## src/rtl/program_memory_loader_pkg.sv

```systemverilog
// Shared encodings for the program memory loader: FSM state codes, word packing constants
// and the payload checksum step.
package program_loader_pkg;

    localparam int BYTES_PER_WORD  = 4;
    localparam int WORD_ADDR_SHIFT = 2;

    typedef logic [2:0] state_t;

    localparam logic [2:0] ST_IDLE  = 3'd0;
    localparam logic [2:0] ST_LEN   = 3'd1;
    localparam logic [2:0] ST_DATA  = 3'd2;
    localparam logic [2:0] ST_WRITE = 3'd3;
    localparam logic [2:0] ST_CSUM  = 3'd4;
    localparam logic [2:0] ST_DONE  = 3'd5;
    localparam logic [2:0] ST_ERROR = 3'd6;

    // One step of the running payload XOR.
    function automatic logic [7:0] csum_step(input logic [7:0] acc, input logic [7:0] data);
        return acc ^ data;
    endfunction

endpackage

```

## src/rtl/program_memory_loader_packer.sv

```systemverilog
// byte_word_packer: gathers four stream bytes LSB first into one 32-bit instruction word.
module byte_word_packer
    import program_loader_pkg::*;
(
    input  logic        clk,
    input  logic        reset,
    input  logic        clear,
    input  logic        byte_en,
    input  logic [7:0]  byte_in,
    output logic [31:0] word,
    output logic        word_full
);

    logic [1:0]  cnt_r;
    logic [31:0] shift_r;

    // The word including the byte currently offered, so the 4th byte is visible without a cycle of lag.
    assign word      = {byte_in, shift_r[31:8]};
    assign word_full = byte_en && (cnt_r == 2'(BYTES_PER_WORD - 1));

    // Byte counter and LSB-first shift register.
    always_ff @(posedge clk or negedge reset) begin
        if (!reset) begin
            cnt_r   <= 2'd0;
            shift_r <= 32'd0;
        end else if (clear) begin
            cnt_r   <= 2'd0;
            shift_r <= 32'd0;
        end else if (byte_en) begin
            cnt_r   <= cnt_r + 2'd1;
            shift_r <= word;
        end else begin
            cnt_r   <= cnt_r;
            shift_r <= shift_r;
        end
    end

endmodule

```

## src/rtl/program_memory_loader.sv

```systemverilog
// program_memory_loader: writes a length-prefixed byte image into program RAM and holds the core
// in reset until it is complete. Define LOADER_CHECKSUM_EN to require a trailing XOR checksum byte.
module program_memory_loader
    import program_loader_pkg::*;
#(
    parameter int MEMORY_DEPTH = 32,
    parameter int DATA_WIDTH   = 32,
    parameter int ADDR_WIDTH   = 32,
    parameter int LEN_WIDTH    = 16
)(
    input  logic                  clk,
    input  logic                  reset,
    input  logic                  start_i,
    input  logic [7:0]            byte_i,
    input  logic                  byte_valid_i,
    output logic                  byte_ready_o,
    output logic                  mem_we_o,
    output logic [ADDR_WIDTH-1:0] mem_addr_o,
    output logic [DATA_WIDTH-1:0] mem_data_o,
    output logic                  busy_o,
    output logic                  done_o,
    output logic                  err_o,
    output logic                  cpu_hold_o
);

    localparam logic [LEN_WIDTH-1:0] DEPTH_L = LEN_WIDTH'(MEMORY_DEPTH);
    localparam logic [LEN_WIDTH-1:0] ONE_L   = LEN_WIDTH'(1);
    localparam logic [LEN_WIDTH-1:0] ZERO_L  = LEN_WIDTH'(0);
`ifdef LOADER_CHECKSUM_EN
    localparam state_t ST_FINAL = ST_CSUM;
`else
    localparam state_t ST_FINAL = ST_DONE;
`endif

    state_t                  state_r;
    state_t                  state_next_s;
    logic [LEN_WIDTH-1:0]    len_r;
    logic [7:0]              len_lo_r;
    logic                    len_phase_r;
    logic [LEN_WIDTH-1:0]    word_index_r;
    logic [LEN_WIDTH-1:0]    len_hdr_s;
    logic                    xfer_s;
    logic                    start_acc_s;
    logic                    pack_en_s;
    logic [31:0]             word_s;
    logic                    word_full_s;
    logic                    ready_next_s;
    logic                    busy_next_s;

    logic                    byte_ready_r;
    logic                    mem_we_r;
    logic [ADDR_WIDTH-1:0]   mem_addr_r;
    logic [DATA_WIDTH-1:0]   mem_data_r;
    logic                    busy_r;
    logic                    done_r;
    logic                    err_r;
    logic                    cpu_hold_r;

`ifdef LOADER_CHECKSUM_EN
    logic [7:0]              csum_r;

    // Running XOR of payload bytes; the header never contributes.
    always_ff @(posedge clk or negedge reset) begin
        if (!reset) begin
            csum_r <= 8'd0;
        end else if (start_acc_s) begin
            csum_r <= 8'd0;
        end else if (pack_en_s) begin
            csum_r <= csum_step(csum_r, byte_i);
        end else begin
            csum_r <= csum_r;
        end
    end
`endif

    assign xfer_s      = byte_valid_i && byte_ready_r;
    assign start_acc_s = start_i && ((state_r == ST_IDLE) || (state_r == ST_DONE) || (state_r == ST_ERROR));
    assign pack_en_s   = xfer_s && (state_r == ST_DATA);
    assign len_hdr_s   = LEN_WIDTH'({byte_i, len_lo_r});

    byte_word_packer u_packer (
        .clk       (clk),
        .reset     (reset),
        .clear     (start_acc_s),
        .byte_en   (pack_en_s),
        .byte_in   (byte_i),
        .word      (word_s),
        .word_full (word_full_s)
    );

    // Next-state decode for the load sequence.
    always_comb begin
        state_next_s = state_r;
        case (state_r)
            ST_IDLE, ST_DONE, ST_ERROR: begin
                if (start_i) state_next_s = ST_LEN;
                else         state_next_s = state_r;
            end
            ST_LEN: begin
                if (xfer_s && len_phase_r) begin
                    if (len_hdr_s == ZERO_L)       state_next_s = ST_FINAL;
                    else if (len_hdr_s > DEPTH_L)  state_next_s = ST_ERROR;
                    else                           state_next_s = ST_DATA;
                end else begin
                    state_next_s = state_r;
                end
            end
            ST_DATA: begin
                if (word_full_s) state_next_s = ST_WRITE;
                else             state_next_s = state_r;
            end
            ST_WRITE: begin
                if (word_index_r + ONE_L == len_r) state_next_s = ST_FINAL;
                else                               state_next_s = ST_DATA;
            end
`ifdef LOADER_CHECKSUM_EN
            ST_CSUM: begin
                if (xfer_s) state_next_s = (byte_i == csum_r) ? ST_DONE : ST_ERROR;
                else        state_next_s = state_r;
            end
`endif
            default: state_next_s = ST_IDLE;
        endcase
    end

    assign ready_next_s = (state_next_s == ST_LEN) || (state_next_s == ST_DATA) || (state_next_s == ST_CSUM);
    assign busy_next_s  = ready_next_s || (state_next_s == ST_WRITE);

    // State, header length capture and word index.
    always_ff @(posedge clk or negedge reset) begin
        if (!reset) begin
            state_r      <= ST_IDLE;
            len_r        <= ZERO_L;
            len_lo_r     <= 8'd0;
            len_phase_r  <= 1'b0;
            word_index_r <= ZERO_L;
        end else begin
            state_r <= state_next_s;
            if (start_acc_s) begin
                len_r        <= ZERO_L;
                len_lo_r     <= 8'd0;
                len_phase_r  <= 1'b0;
                word_index_r <= ZERO_L;
            end else if ((state_r == ST_LEN) && xfer_s) begin
                len_phase_r <= ~len_phase_r;
                if (len_phase_r) len_r    <= len_hdr_s;
                else             len_lo_r <= byte_i;
            end else if (state_r == ST_WRITE) begin
                word_index_r <= word_index_r + ONE_L;
            end else begin
                word_index_r <= word_index_r;
            end
        end
    end

    // Outputs are registered from the next state so they line up with the state they describe.
    always_ff @(posedge clk or negedge reset) begin
        if (!reset) begin
            byte_ready_r <= 1'b0;
            mem_we_r     <= 1'b0;
            mem_addr_r   <= {ADDR_WIDTH{1'b0}};
            mem_data_r   <= {DATA_WIDTH{1'b0}};
            busy_r       <= 1'b0;
            done_r       <= 1'b0;
            err_r        <= 1'b0;
            cpu_hold_r   <= 1'b0;
        end else begin
            byte_ready_r <= ready_next_s;
            mem_we_r     <= (state_next_s == ST_WRITE);
            busy_r       <= busy_next_s;
            done_r       <= (state_next_s == ST_DONE);
            err_r        <= (state_next_s == ST_ERROR);
            cpu_hold_r   <= busy_next_s || (state_next_s == ST_ERROR);
            if ((state_next_s == ST_WRITE) && (state_r == ST_DATA)) begin
                mem_addr_r <= ADDR_WIDTH'(word_index_r) << WORD_ADDR_SHIFT;
                mem_data_r <= DATA_WIDTH'(word_s);
            end else begin
                mem_addr_r <= mem_addr_r;
                mem_data_r <= mem_data_r;
            end
        end
    end

    assign byte_ready_o = byte_ready_r;
    assign mem_we_o     = mem_we_r;
    assign mem_addr_o   = mem_addr_r;
    assign mem_data_o   = mem_data_r;
    assign busy_o       = busy_r;
    assign done_o       = done_r;
    assign err_o        = err_r;
    assign cpu_hold_o   = cpu_hold_r;

endmodule

```

## config.mk

```make
export PLATFORM = sky130hd
export DESIGN_NAME = program_memory_loader
export DESIGN_NICKNAME = d
export VERILOG_FILES = /design/src/rtl/program_memory_loader_pkg.sv /design/src/rtl/program_memory_loader_packer.sv /design/src/rtl/program_memory_loader.sv
export SDC_FILE = /design/constraint.sdc
export NUM_CORES = 1
export LEC_CHECK = 0
export CORE_AREA = 4 4 108 110
export DETAILED_ROUTE_END_ITERATION = 10
export DIE_AREA = 0 0 112 114
export MAX_ROUTING_LAYER = met4
export PLACE_DENSITY = 0.84
export SLEW_MARGIN = 20
export SYNTH_ARGS = -nofsm -noshare
export SYNTH_HDL_FRONTEND = slang
export SYNTH_SLANG_ARGS = --single-unit
```

## constraint.sdc

```tcl
create_clock -name clk -period 5.9 [get_ports clk]
set_clock_uncertainty 0.15 [all_clocks]
set_input_delay 0.59 -clock clk [delete_from_list [all_inputs] [get_ports clk]]
set_output_delay 0.59 -clock clk [all_outputs]
set_load 0.005 [all_outputs]
```

# ---- Word level (Yosys, flattened, before mapping)
# Cells that the tools add are included.
dict set report word_totals {
  reg_bits 132
  word_cells 79
}
dict set report classes {
  n_addsub 2
  n_lt_le_gt_ge 1
  eq_ne 15
  n_mux 22
  bitwise_logic 1
  n_reduce_logical 23
}
# operator n
set op_table {}
lappend op_table {{$mux 16} 6}
lappend op_table {{$mux 32} 2}
lappend op_table {{$mux 8} 3}
lappend op_table {{$mux 3} 6}
lappend op_table {{$add 16x1->16 const B} 1}
lappend op_table {{$eq 16x16->1} 1}
lappend op_table {{$gt 16x6->1 const B} 1}
lappend op_table {{$logic_not 16->1} 1}
lappend op_table {{$eq 3x3->1 const B} 5}
lappend op_table {{$eq 3x2->1 const B} 4}
lappend op_table {{$pmux 3 s4} 1}
lappend op_table {{$reduce_bool 2->1} 4}
lappend op_table {{$logic_and 1x1->1} 7}
lappend op_table {{$eq 3x1->1 const B} 2}
lappend op_table {{$logic_or 1x1->1} 6}
lappend op_table {{$reduce_and 2->1} 3}
lappend op_table {{$mux 2} 2}
lappend op_table {{$logic_not 3->1} 1}
lappend op_table {{$reduce_or 3->1} 1}
lappend op_table {{$add 2x1->2 const B} 1}
lappend op_table {{$eq 2x2->1 const B} 1}
lappend op_table {{$mux 1} 2}
lappend op_table {{$ne 2x1->1 const B} 1}
lappend op_table {{$ne 2x2->1 const B} 1}
lappend op_table {{$not 1->1} 1}

# ---- Longest topological paths before layout
# Gate-level depths: netlist of the first run.
dict set report logic_depth {
  ltp_word 10
  ltp_mapped 9
  depth_no_buf 8
}

# ---- Hierarchy
# From an unflattened synthesis of the first run, not the netlist that was laid out.
dict set report unflattened {
  cells_unflattened 537
  area_unflattened_um2 5853.1
}
# module instances cells_each area_each_um2
set by_module_without_submodules {}
lappend by_module_without_submodules {program_memory_loader 1 443 4698.3}
lappend by_module_without_submodules {byte_word_packer 1 94 1154.9}

# ---- Least setup slack after synthesis of the first run
# No wires, ideal clock.
dict set report synth_path {
  path_type {input to register}
  start {in byte_valid_i}
  end {reg mem_addr_r[10], in the netlist mem_addr_o[10]}
  arrival_time_ps 1928
  required_ps 5625
  slack_ps 3697
  path_stages 7
  n_path_buf 3
  path_cell_list {and3b_1 and2_1 buf_2 nand2_1 buf_2 buf_4 mux2_2}
}
dict set report synth_via {
  elab_chain_cells 7
  word_cells_on_any_way 9
  classes_between {eq/ne: 1; mux: 3; reduce/logical: 5}
}
# element line
set synth_lines {}
lappend synth_lines {{from (decl)} program_memory_loader.sv:15} ;# input logic byte_valid_i,
lappend synth_lines {{$logic_and 1x1->1 (*)} program_memory_loader.sv:76} ;# assign xfer_s = byte_valid_i && byte_ready_r;
lappend synth_lines {{$logic_and 1x1->1} program_memory_loader.sv:78} ;# assign pack_en_s = xfer_s && (state_r == ST_DATA);
lappend synth_lines {{$logic_and 1x1->1} program_memory_loader_packer.sv:19} ;# assign word_full = byte_en && (cnt_r == 2'(BYTES_PER_WORD - 1));
lappend synth_lines {{$mux 3} program_memory_loader.sv:109} ;# if (word_full_s) state_next_s = ST_WRITE;
lappend synth_lines {{$pmux 3 s4 (*)} program_memory_loader.sv:94} ;# case (state_r)
lappend synth_lines {{$eq 3x2->1 (*)} program_memory_loader.sv:174} ;# if ((state_next_s == ST_WRITE) && (state_r == ST_DATA)) begin
lappend synth_lines {{$logic_and 1x1->1 (*)} program_memory_loader.sv:174}
lappend synth_lines {{to (signal assigned)} program_memory_loader.sv:161} ;# mem_addr_r <= {ADDR_WIDTH{1'b0}};
lappend synth_lines {{to (signal assigned)} program_memory_loader.sv:175} ;# mem_addr_r <= ADDR_WIDTH'(word_index_r) << WORD_ADDR_SHIFT;
lappend synth_lines {{to (signal assigned)} program_memory_loader.sv:178} ;# mem_addr_r <= mem_addr_r;
lappend synth_lines {{to (decl)} program_memory_loader.sv:52} ;# logic [ADDR_WIDTH-1:0] mem_addr_r;
# Every way passes the cells marked *; elsewhere a longest branch is shown, timed or not.
# A chain may end at the register's enable or synchronous reset.

# ---- Final worst setup path of the first run
dict set report layout_path {
  start {in byte_valid_i}
  end {reg cpu_hold_r, in the netlist cpu_hold_o}
}
dict set report layout_via {
  elab_chain_cells 10
  word_cells_on_any_way 16
  classes_between {eq/ne: 5; mux: 3; reduce/logical: 8}
}
# element line
set layout_lines {}
lappend layout_lines {{$logic_and 1x1->1 (*)} program_memory_loader.sv:76}
lappend layout_lines {{$logic_and 1x1->1} program_memory_loader.sv:78}
lappend layout_lines {{$logic_and 1x1->1} program_memory_loader_packer.sv:19}
lappend layout_lines {{$mux 3} program_memory_loader.sv:109}
lappend layout_lines {{$pmux 3 s4 (*)} program_memory_loader.sv:94}
lappend layout_lines {{$eq 3x1->1 or $eq 3x2->1 (tied branches)} program_memory_loader.sv:126} ;# assign ready_next_s = (state_next_s == ST_LEN) || (state_next_s == ST_DATA) || (state_next_s == ST_CSUM);
lappend layout_lines {{$logic_or 1x1->1 (2 in a row)} program_memory_loader.sv:126}
lappend layout_lines {{$logic_or 1x1->1} program_memory_loader.sv:127} ;# assign busy_next_s = ready_next_s || (state_next_s == ST_WRITE);
lappend layout_lines {{$logic_or 1x1->1 (*)} program_memory_loader.sv:173} ;# cpu_hold_r <= busy_next_s || (state_next_s == ST_ERROR);
lappend layout_lines {{to (signal assigned)} program_memory_loader.sv:173}
lappend layout_lines {{to (decl)} program_memory_loader.sv:57} ;# logic cpu_hold_r;
# Marks and branches as above.

==> results by group, run 1 <==
Floorplanning
  – Die W: 112 µm
  – # IOs: 82
  – Die Ht: 114 µm
  – Std-Cell Rows: 38
  – Starting Density: 0.5399
  – Core box area: 0.01070 mm²
  – Die footprint: 0.01277 mm²

Clock network
  – Post-CTS setup buffer count: 0
  – Max Buffers Root-to-Sink: 2
  – CTS root buf: clkbuf_8
  – Clk_lat worst skew: 0.52 ns
  – Post-CTS sizing: 0
  – Cts hold-fix bufs: 0
  – Worst-path clk slew: 0.06 ns
  – Sink Count: 124
  – CTS Buf Count: 17
  – H-tree levels: 4
  – CTS tree: yes

Worst setup path
  – CP endpoint kind: flop
  – Setup CP Type: input port to flop
  – CP arrival: 3.45 ns
  – Critical path data required time: 6.18 ns
  – Critical Path Start Type: input port
  – Crit path max fanout: 50

GRT
  – Global route total overflow: 0
  – First-pass GRT wire length: 21.38 mm
  – Vias in the first global route: 4222
  – Busiest grt layer: met2
  – Gr usage total: 0.2167
  – Initial antenna violation count: 0
  – M2 GR Usage: 0.3357
  – Pin count of the biggest net entering global routing: 75
  – M3 GR Usage: 0.05040
  – Met1 global-route usage: 0.2791

Yosys
  – Yosys warns: 0
  – Yosys cell types: 60
  – Flops & latches, synth: 124
  – Sequential-to-total area share from yosys stat: 0.5373
  – Syn Area/Cell: 10.90 µm²
  – Cells after Synth: 530
  – FFs w/ async S/R, synth: 1.000
  – Post-Synthesis Cell Area: 0.005776 mm²
  – Post-synth EDFFs: 0
  – Prevailing post-synth register cell: dfrtp_1

Detailed routing
  – # DRC: 0
  – Post-route ant nets: 0
  – First DRT Iteration DRCs: 312
  – Final WL: 12.62 mm
  – 1st-pass router iterations: 5
  – Via density: 5.574
  – Via Count: 4119
  – Routed WL per cell: 17.07 µm

Power
  – Leak: 3.239 nW
  – Max VDD drop: 176.8 µV
  – Power per cell area: 373.4 mW/mm²

Status
  – Run status: completed

Final layout
  – Most frequent cells in the layout: dfrtp_1, nand2_1, clkdlybuf4s50_1
  – Area Growth Syn to Fin: 21.53%
  – Finished Core Util: 0.6561
  – # diodes: 0
  – Design area: 0.007019 mm²
  – Fraction of layout cells with a size suffix above 1: 0.1720
  – Nets: 600
  – Non-Filler Instances: 739
  – Flip-flop and latch area: 0.003103 mm²
  – Fill cells: 820
  – Area of the multi-input gates: 0.002462 mm²
  – Most common cell after layout, fill and taps aside: dfrtp_1

STA
  – Final worst setup slack: 2.721 ns
  – Max Fclk: 0.3145 GHz
  – Count of final setup violators: 0
  – Unrepaired setup endpoints after global routing: false
  – Slew Limit Headroom: 0.2888
  – Slew @ Worst Pin: 1.067 ns
  – Setup Total Neg Slack: 0 ns
  – Final max-slew violation count: 0
  – Final Cycle Share: 0.5389
  – Hold Vio Cnt, Final: 0
  – Period minus WS final: 3.179 ns

Place
  – Gpl congestion: 0.8863
  – Placed Cells incl. Taps: 707
  – IO buf count: 65
  – Setup slack after placement: 1.909 ns
  – DP Wirelength: 8.246 mm
  – Placed Area: 0.006421 mm²

Flow run
  – Max Cap Viol: 0

Min path
  – Hold Crit Class: input port to asynchronous set/reset pin
## Yosys cell counts, types with 9 or more instances
master	count	area, µm²
dfrtp_1	124	3103
clkbuf_1	9	33.78
nand2_1	77	289.0
a21oi_1	38	190.2
mux2_2	47	529.3
xnor2_1	22	192.7
nand3_1	11	55.05
buf_2	12	60.06
xor2_1	14	122.6
mux2i_1	17	170.2
nor2_1	49	183.9
buf_4	21	157.7
o21ai_0	11	55.05
## worst max-delay path, stage by stage
cell and delay [ns]:
clkdlybuf4s50_1 0.50, and3b_1 0.25, and2_1 0.81, nand2_4 0.58, inv_2 0.20, a211o_1 0.18, nor2_1 0.09, a211oi_1 0.22
## flip-flops by register name, summed over array words and instances (netlist names)
| register | flops |
|---|---|
| busy_o | 1 |
| byte_ready_o | 1 |
| cpu_hold_o | 1 |
| done_o | 1 |
| err_o | 1 |
| len_lo_r | 8 |
| len_phase_r | 1 |
| len_r | 16 |
| mem_addr_o | 16 |
| mem_data_o | 32 |
| mem_we_o | 1 |
| state_r | 3 |
| u_packer.cnt_r | 2 |
| u_packer.shift_r | 24 |
| word_index_r | 16 |
## metal layers
metal	routed length (µm)	share of wire
met5	0	0
met4	280	0.022
met3	709	0.056
met2	6241	0.49
met1	5383	0.43
## logic make-up (layout without fill, tap and decap cells)
kind of cell / count (synthesis) / count (layout) / synth area share
simple gates: 185 / 185 / 0.1633
flops: 124 / 124 / 0.5373
compound gates: 66 / 66 / 0.06651
mux: 64 / 64 / 0.1211
buf+inv: 51 / 105 / 0.04939
xor+xnor: 37 / 37 / 0.05741
fa+ha+maj: 2 / 2 / 0.004332
other cells: 1 / 16 / 0.0006493
## final cells by class
class                      count  share of cell area
sequential                   124              0.4421
clock buffer                  20             0.06488
timing repair buffer          67             0.09447
multi-input combinational    370              0.3508
tap                          140             0.02496
clock inverter                12             0.01961
inverter                       6            0.003209
## per-stage QoR
stage                     hold WS [ns]  power [W]
after floorplan                 0.1444   0.001416
after global routing            0.1342   0.002750
after detailed placement        0.3434   0.001604
after global placement          0.3190   0.001570
after CTS                      0.07645   0.002629
final                          0.06105   0.002621
## report_power, final
group,leakage (nW),switching [W],total [W],internal (W)
Combinational,1.24,0.000309,0.000541,0.000233
Sequential,1.71,0.000104,0.00106,0.000961
Clock,0.288,0.000377,0.00101,0.000637
Total,3.24,0.000789,0.00262,0.00183
## final timing paths
check                                from              end  slack (ns)  cells after the start
setup / recovery             byte_valid_i       cpu_hold_o        2.72                      8
hold / removal                      reset  word_index_r[0]        0.06                      1
setup reg to reg               state_r[2]       cpu_hold_o        2.78                      7
hold reg to reg            mem_addr_o[11]   mem_addr_o[11]        0.35                      1
max in group asynchronous           reset         mem_we_o        4.37                      2
min in group clk           mem_addr_o[11]   mem_addr_o[11]        0.35                      1
(Power assumes the default switching activity.)
==> inputs of run 2 (changes only) <==
Settings changed: CORE_AREA 4 4 108 110 to 4 4 114 116, DIE_AREA 0 0 112 114 to 0 0 118 120, PLACE_DENSITY 0.84 to 0.8.
Clock period 5.9 ns to 2.6 ns, I/O delays scaled along.
==> run 2 against run 1 <==
Net effect:
- routed wire length grew 2.8%
- non-clock buffer count up 19
- register-to-register slack lost 2.6 ns
- final cell count grew 3.5%
- worst hold slack improved by 0.22 ns
- total power up 140%
- worst setup slack worse by 2.6 ns
- critical path depth down 1
- count of clock-buffer cells in the layout unchanged
==> results by group, run 2 (synthesized netlist as in run 1, its figures left out) <==
GRT
  – Met1 global-route usage: 0.2503
  – Pin count of the biggest net entering global routing: 53
  – Global route total overflow: 0
  – Gr usage total: 0.1973
  – M3 GR Usage: 0.04807
  – M2 GR Usage: 0.3079
  – Initial antenna violation count: 0
  – First-pass GRT wire length: 21.45 mm
  – Vias in the first global route: 4198
  – Busiest grt layer: met2

Place
  – Placed Cells incl. Taps: 732
  – Gpl congestion: 0.9023
  – DP Wirelength: 8.711 mm
  – IO buf count: 65
  – Setup slack after placement: 0.05608 ns

Power
  – Power consumption: 0.006220 W
  – Leak: 3.342 nW
  – Power per cell area: 859.1 mW/mm²
  – Max VDD drop: 409.1 µV

Worst setup path
  – Crit path max fanout: 9
  – CP endpoint kind: flop
  – Critical path data required time: 2.74 ns
  – CP arrival: 2.58 ns
  – Critical Path Start Type: flop
  – Critical path origin: word_index_r[2]
  – Max stage delay cell, worst path: dfrtp_1
  – Setup CP Type: flop to flop
  – Reg2reg start: word_index_r[2]
  – Slowest stage delay, CP: 0.55 ns
  – Cells along the critical path: nand3_2 > nor3_1 > a21oi_1 > nand2b_1 > o22ai_1 > nor4b_4 > nor4_1

Clock network
  – Clk_lat worst skew: 0.41 ns
  – CTS Buf Count: 17
  – CTS root buf: clkbuf_16
  – Max Buffers Root-to-Sink: 2
  – Worst-path clk slew: 0.06 ns
  – H-tree levels: 4
  – Sink Count: 124
  – Post-CTS setup buffer count: 0
  – CTS tree: yes

Final layout
  – Area Growth Syn to Fin: 25.37%
  – Most frequent cells in the layout: dfrtp_1, nand2_1, clkdlybuf4s50_1
  – Non-Filler Instances: 765
  – Fill cells: 946
  – Most common cell after layout, fill and taps aside: dfrtp_1
  – Number of flip-flops in the largest register: 32
  – Nets: 619
  – Fraction of layout cells with a size suffix above 1: 0.1974
  – # diodes: 0

STA
  – Final worst setup slack: 0.1626 ns
  – Final max-slew violation count: 0
  – Hold Vio Cnt, Final: 0
  – Slew Limit Headroom: 0.5287
  – Max Fclk: 0.4103 GHz
  – Setup Total Neg Slack: 0 ns
  – Period minus WS final: 2.437 ns
  – Slew @ Worst Pin: 0.7069 ns
  – Count of final setup violators: 0
  – Final Cycle Share: 0.9375
  – Unrepaired setup endpoints after global routing: false

Detailed routing
  – Routed WL per cell: 16.95 µm
  – First DRT Iteration DRCs: 272
  – Via density: 5.367
  – Post-route ant nets: 0
  – # DRC: 0
  – 1st-pass router iterations: 4
  – Via Count: 4106
  – Final WL: 12.96 mm

Floorplanning
  – Std-Cell Rows: 40
  – Die W: 118 µm
  – Die footprint: 0.01416 mm²
  – Core box area: 0.01191 mm²
  – Starting Density: 0.4849
  – Die Ht: 120 µm
  – # IOs: 82

Status
  – Run status: completed

Min path
  – Hold Crit Class: input port to asynchronous set/reset pin

Flow run
  – Max Cap Viol: 0
run 2: cell types whose count changed in the layout (fill, tap and decap cells not counted):
cell,previous run,this run
clkbuf_16,16,17
ha_1,2,1
bufinv_16,2,4
buf_12,0,1
clkbuf_8,4,3
clkinv_2,2,1
dlygate4sd3_1,0,1
buf_4,3,20
ha_2,0,1
nand2_4,1,0
nand2_2,0,1
clkinv_4,4,3
run 2: layout make-up:
class / instances / area [µm²] / area share
Clock buffer: 20 / 466.7 / 0.06445
Clock inverter: 12 / 183.9 / 0.02540
Inverter: 6 / 22.52 / 0.003110
Multi-Input combinational cell: 370 / 2460 / 0.3397
Sequential cell: 124 / 3103 / 0.4285
Tap cell: 147 / 183.9 / 0.02540
Timing Repair Buffer: 86 / 820.8 / 0.1134
run 2: critical path, delay by kind of cell, from the launching register on:
family	cells	cell delay, ns
AOI/OAI and AO/OA	2	0.41
and+or+nand+nor	5	1.21
DFF	1	0.55
run 2: what timing repair did:
| action | 4_1_cts | 5_1_grt |
|---|---|---|
| endpoints found under the setup margin | 0 | 1 |
| hold buffers | 1 | 0 |
| endpoints found under the hold margin | 50 | 0 |
| gates resized for setup | 0 | 1 |
run 2: metal layers:
layer	vias up	share of wire
li1	1929	-
met1	2021	0.43
met2	135	0.49
met3	21	0.055
met4	0	0.023
met5	-	0
run 2: worst paths after layout:
check,endpoint,slack (ns),cells after the start
max,byte_ready_o,0.16,7
min,len_lo_r[4],0.29,2
max reg2reg,byte_ready_o,0.16,7
min reg2reg,mem_addr_o[15],0.33,2
max in group asynchronous,mem_addr_o[11],1.24,3
min in group clk,mem_addr_o[15],0.33,2
run 2: per-stage QoR:
stage                     area, µm²  hold WS, ns  utilization
after global routing           7241       0.3347       0.6079
after CTS                      7238       0.3001       0.6077
after floorplan                5832      -0.1856            -
after detailed placement       6578       0.1984       0.5522
after global placement         6578       0.1818       0.5522
final                          7241       0.2854       0.6079
run 2: where the power goes:
part	internal (W)	total [W]	leakage, nW	switching (W)
combinational	0.000559	0.00126	1.32	0.000698
clock	0.00169	0.00254	0.313	0.000853
sequential	0.00218	0.00242	1.71	0.000242
==> inputs of run 3 (changes only) <==
Settings changed: CTS_BUF_LIST set to sky130_fd_sc_hd__clkbuf_8 sky130_fd_sc_hd__clkbuf_16, PLACE_DENSITY 0.8 to 0.71, SKIP_LAST_GASP set to 1.
==> run 3 against run 2 <==
Net effect:
- utilization fell by 0.33 points
- via count shrank 2.0%
- combinational power hardly changed
- non-clock buffer count is the same
- first-iteration DRC count down 26%
- global-route usage fell by 0.23 points
- critical endpoint unchanged
==> results by group, run 3 (synthesized netlist as in run 1, its figures left out) <==
Status
  – Run status: completed

Power
  – NetSw: 0.001715 W
  – Switch share: 0.2852
  – Max VDD drop: 438.8 µV
  – Logic pwr share: 0.207
  – Power share of the clock group: 0.390
  – Leak: 3.335 nW
  – Sequential fraction of design power: 0.402
  – Power per cell area: 834.8 mW/mm²
  – Cell Int Power: 0.004298 W

Detailed routing
  – Final WL: 12.81 mm
  – # DRC: 0
  – Via density: 5.278
  – Routed WL per cell: 16.80 µm
  – First DRT Iteration DRCs: 201
  – Post-route ant nets: 0
  – 1st-pass router iterations: 4
  – Via Count: 4022

Worst setup path
  – Crit path max fanout: 9
  – Setup CP Type: flop to flop
  – CP endpoint kind: flop
  – Critical path data required time: 2.72 ns
  – Critical Path Start Type: flop
  – Reg2reg start: word_index_r[2]
  – FF-to-FF path depth: 7
  – Critical path origin: word_index_r[2]
  – CP arrival: 2.51 ns

Floorplanning
  – Starting Density: 0.4849
  – Die footprint: 0.01416 mm²
  – Std-Cell Rows: 40
  – Die Ht: 120 µm
  – # IOs: 82
  – Core box area: 0.01191 mm²
  – Die W: 118 µm

STA
  – Min Hold Slack: 0.2826 ns
  – Hold Vio Cnt, Final: 0
  – Final max-slew violation count: 0
  – Final Cycle Share: 0.9215
  – Count of final setup violators: 0
  – Setup Total Neg Slack: 0 ns
  – Unrepaired setup endpoints after global routing: false
  – Max Fclk: 0.4174 GHz
  – Slew @ Worst Pin: 0.6500 ns
  – Period minus WS final: 2.396 ns
  – Slew Limit Headroom: 0.5667

Min path
  – Hold Crit Class: input port to asynchronous set/reset pin

Clock network
  – H-tree levels: 4
  – Sink Count: 124
  – CTS tree: yes
  – Clk_lat worst skew: 0.40 ns
  – CTS Buf Count: 17
  – Post-CTS sizing: 0
  – CTS root buf: clkbuf_16
  – Post-CTS setup buffer count: 0
  – Max Buffers Root-to-Sink: 2
  – Worst-path clk slew: 0.05 ns

Final layout
  – Design area: 0.007202 mm²
  – Non-Filler Instances: 762
  – Nets: 619
  – Fraction of layout cells with a size suffix above 1: 0.1886
  – # diodes: 0
  – Area Growth Syn to Fin: 24.70%
  – Most frequent cells in the layout: dfrtp_1, nand2_1, clkdlybuf4s50_1
  – Number of flip-flops in the largest register: 32
  – Finished Core Util: 0.6046
  – Most common cell after layout, fill and taps aside: dfrtp_1

Place
  – Placed Area: 0.006603 mm²
  – IO buf count: 65
  – DP Wirelength: 8.822 mm
  – Placed Cells incl. Taps: 732
  – Gpl congestion: 0.9617

GRT
  – Gr usage total: 0.1950
  – Vias in the first global route: 4188
  – Global route total overflow: 0
  – Initial antenna violation count: 0
  – First-pass GRT wire length: 21.56 mm
  – Pin count of the biggest net entering global routing: 47

Flow run
  – Max Cap Viol: 0
run 3: changes by cell type in the layout (fill, tap and decap cells not counted):
cell	delta
bufinv_16	-1
buf_12	+2
ha_1	+1
ha_2	-1
inv_1	+2
clkinv_2	+1
clkinv_4	-3
inv_6	-2
buf_4	-2
run 3: final timing paths:
| path | to | slack, ns |
|---|---|---|
| min in group clk | mem_addr_o[15] | 0.34 |
| max in group asynchronous | mem_data_o[19] | 1.33 |
| hold / removal | len_r[13] | 0.28 |
| setup reg to reg | byte_ready_o | 0.20 |
| setup / recovery | byte_ready_o | 0.20 |
| hold reg to reg | mem_addr_o[15] | 0.34 |
run 3: layout make-up:
cell class / instances / area [µm²]
Clock buffer: 20 / 466.7
Clock inverter: 9 / 122.6
Fill cell: 966 / 4710
Inverter: 6 / 22.52
Multi-Input combinational cell: 370 / 2457
Sequential cell: 124 / 3103
Tap cell: 147 / 183.9
Timing Repair Buffer: 86 / 845.8
run 3: power by group through the flow:
stage | Clock [W] | Sequential [W] | Combinational (W)
after floorplan | 0 | 0.00236 | 0.000848
after global placement | 0 | 0.00244 | 0.00119
after detailed placement | 0 | 0.00245 | 0.00124
after CTS | 0.00238 | 0.00242 | 0.00126
after global routing | 0.00247 | 0.00245 | 0.00140
final | 0.00235 | 0.00242 | 0.00125
run 3: repair_timing:
| item | CTS | global route |
|---|---|---|
| endpoints found under the setup margin | 0 | 0 |
| hold buffers | 1 | 0 |
| endpoints found under the hold margin | 43 | 0 |
run 3: per-layer routing:
| layer | track usage | part of all wire |
|---|---|---|
| met5 | - | 0 |
| met4 | 0.05348 | 0.012 |
| met3 | 0.04147 | 0.045 |
| met2 | 0.3047 | 0.48 |
| met1 | 0.2611 | 0.46 |
run 3: critical path: stages, from the launching register on:
cell and delay (ns):
dfrtp_1 0.57, nand3_2 0.28, or3_1 0.38, a21boi_1 0.14, o21a_1 0.14, o22ai_1 0.14
nor4b_4 0.35, nor4_1 0.11
run 3: through the flow:
stage,power [W],setup slack [ns]
global route,0.006316,0.03977
global placement,0.003630,0.2013
finish,0.006012,0.2040
floorplan,0.003213,0.4512
CTS,0.006055,0.2112
detailed placement,0.003684,0.1182
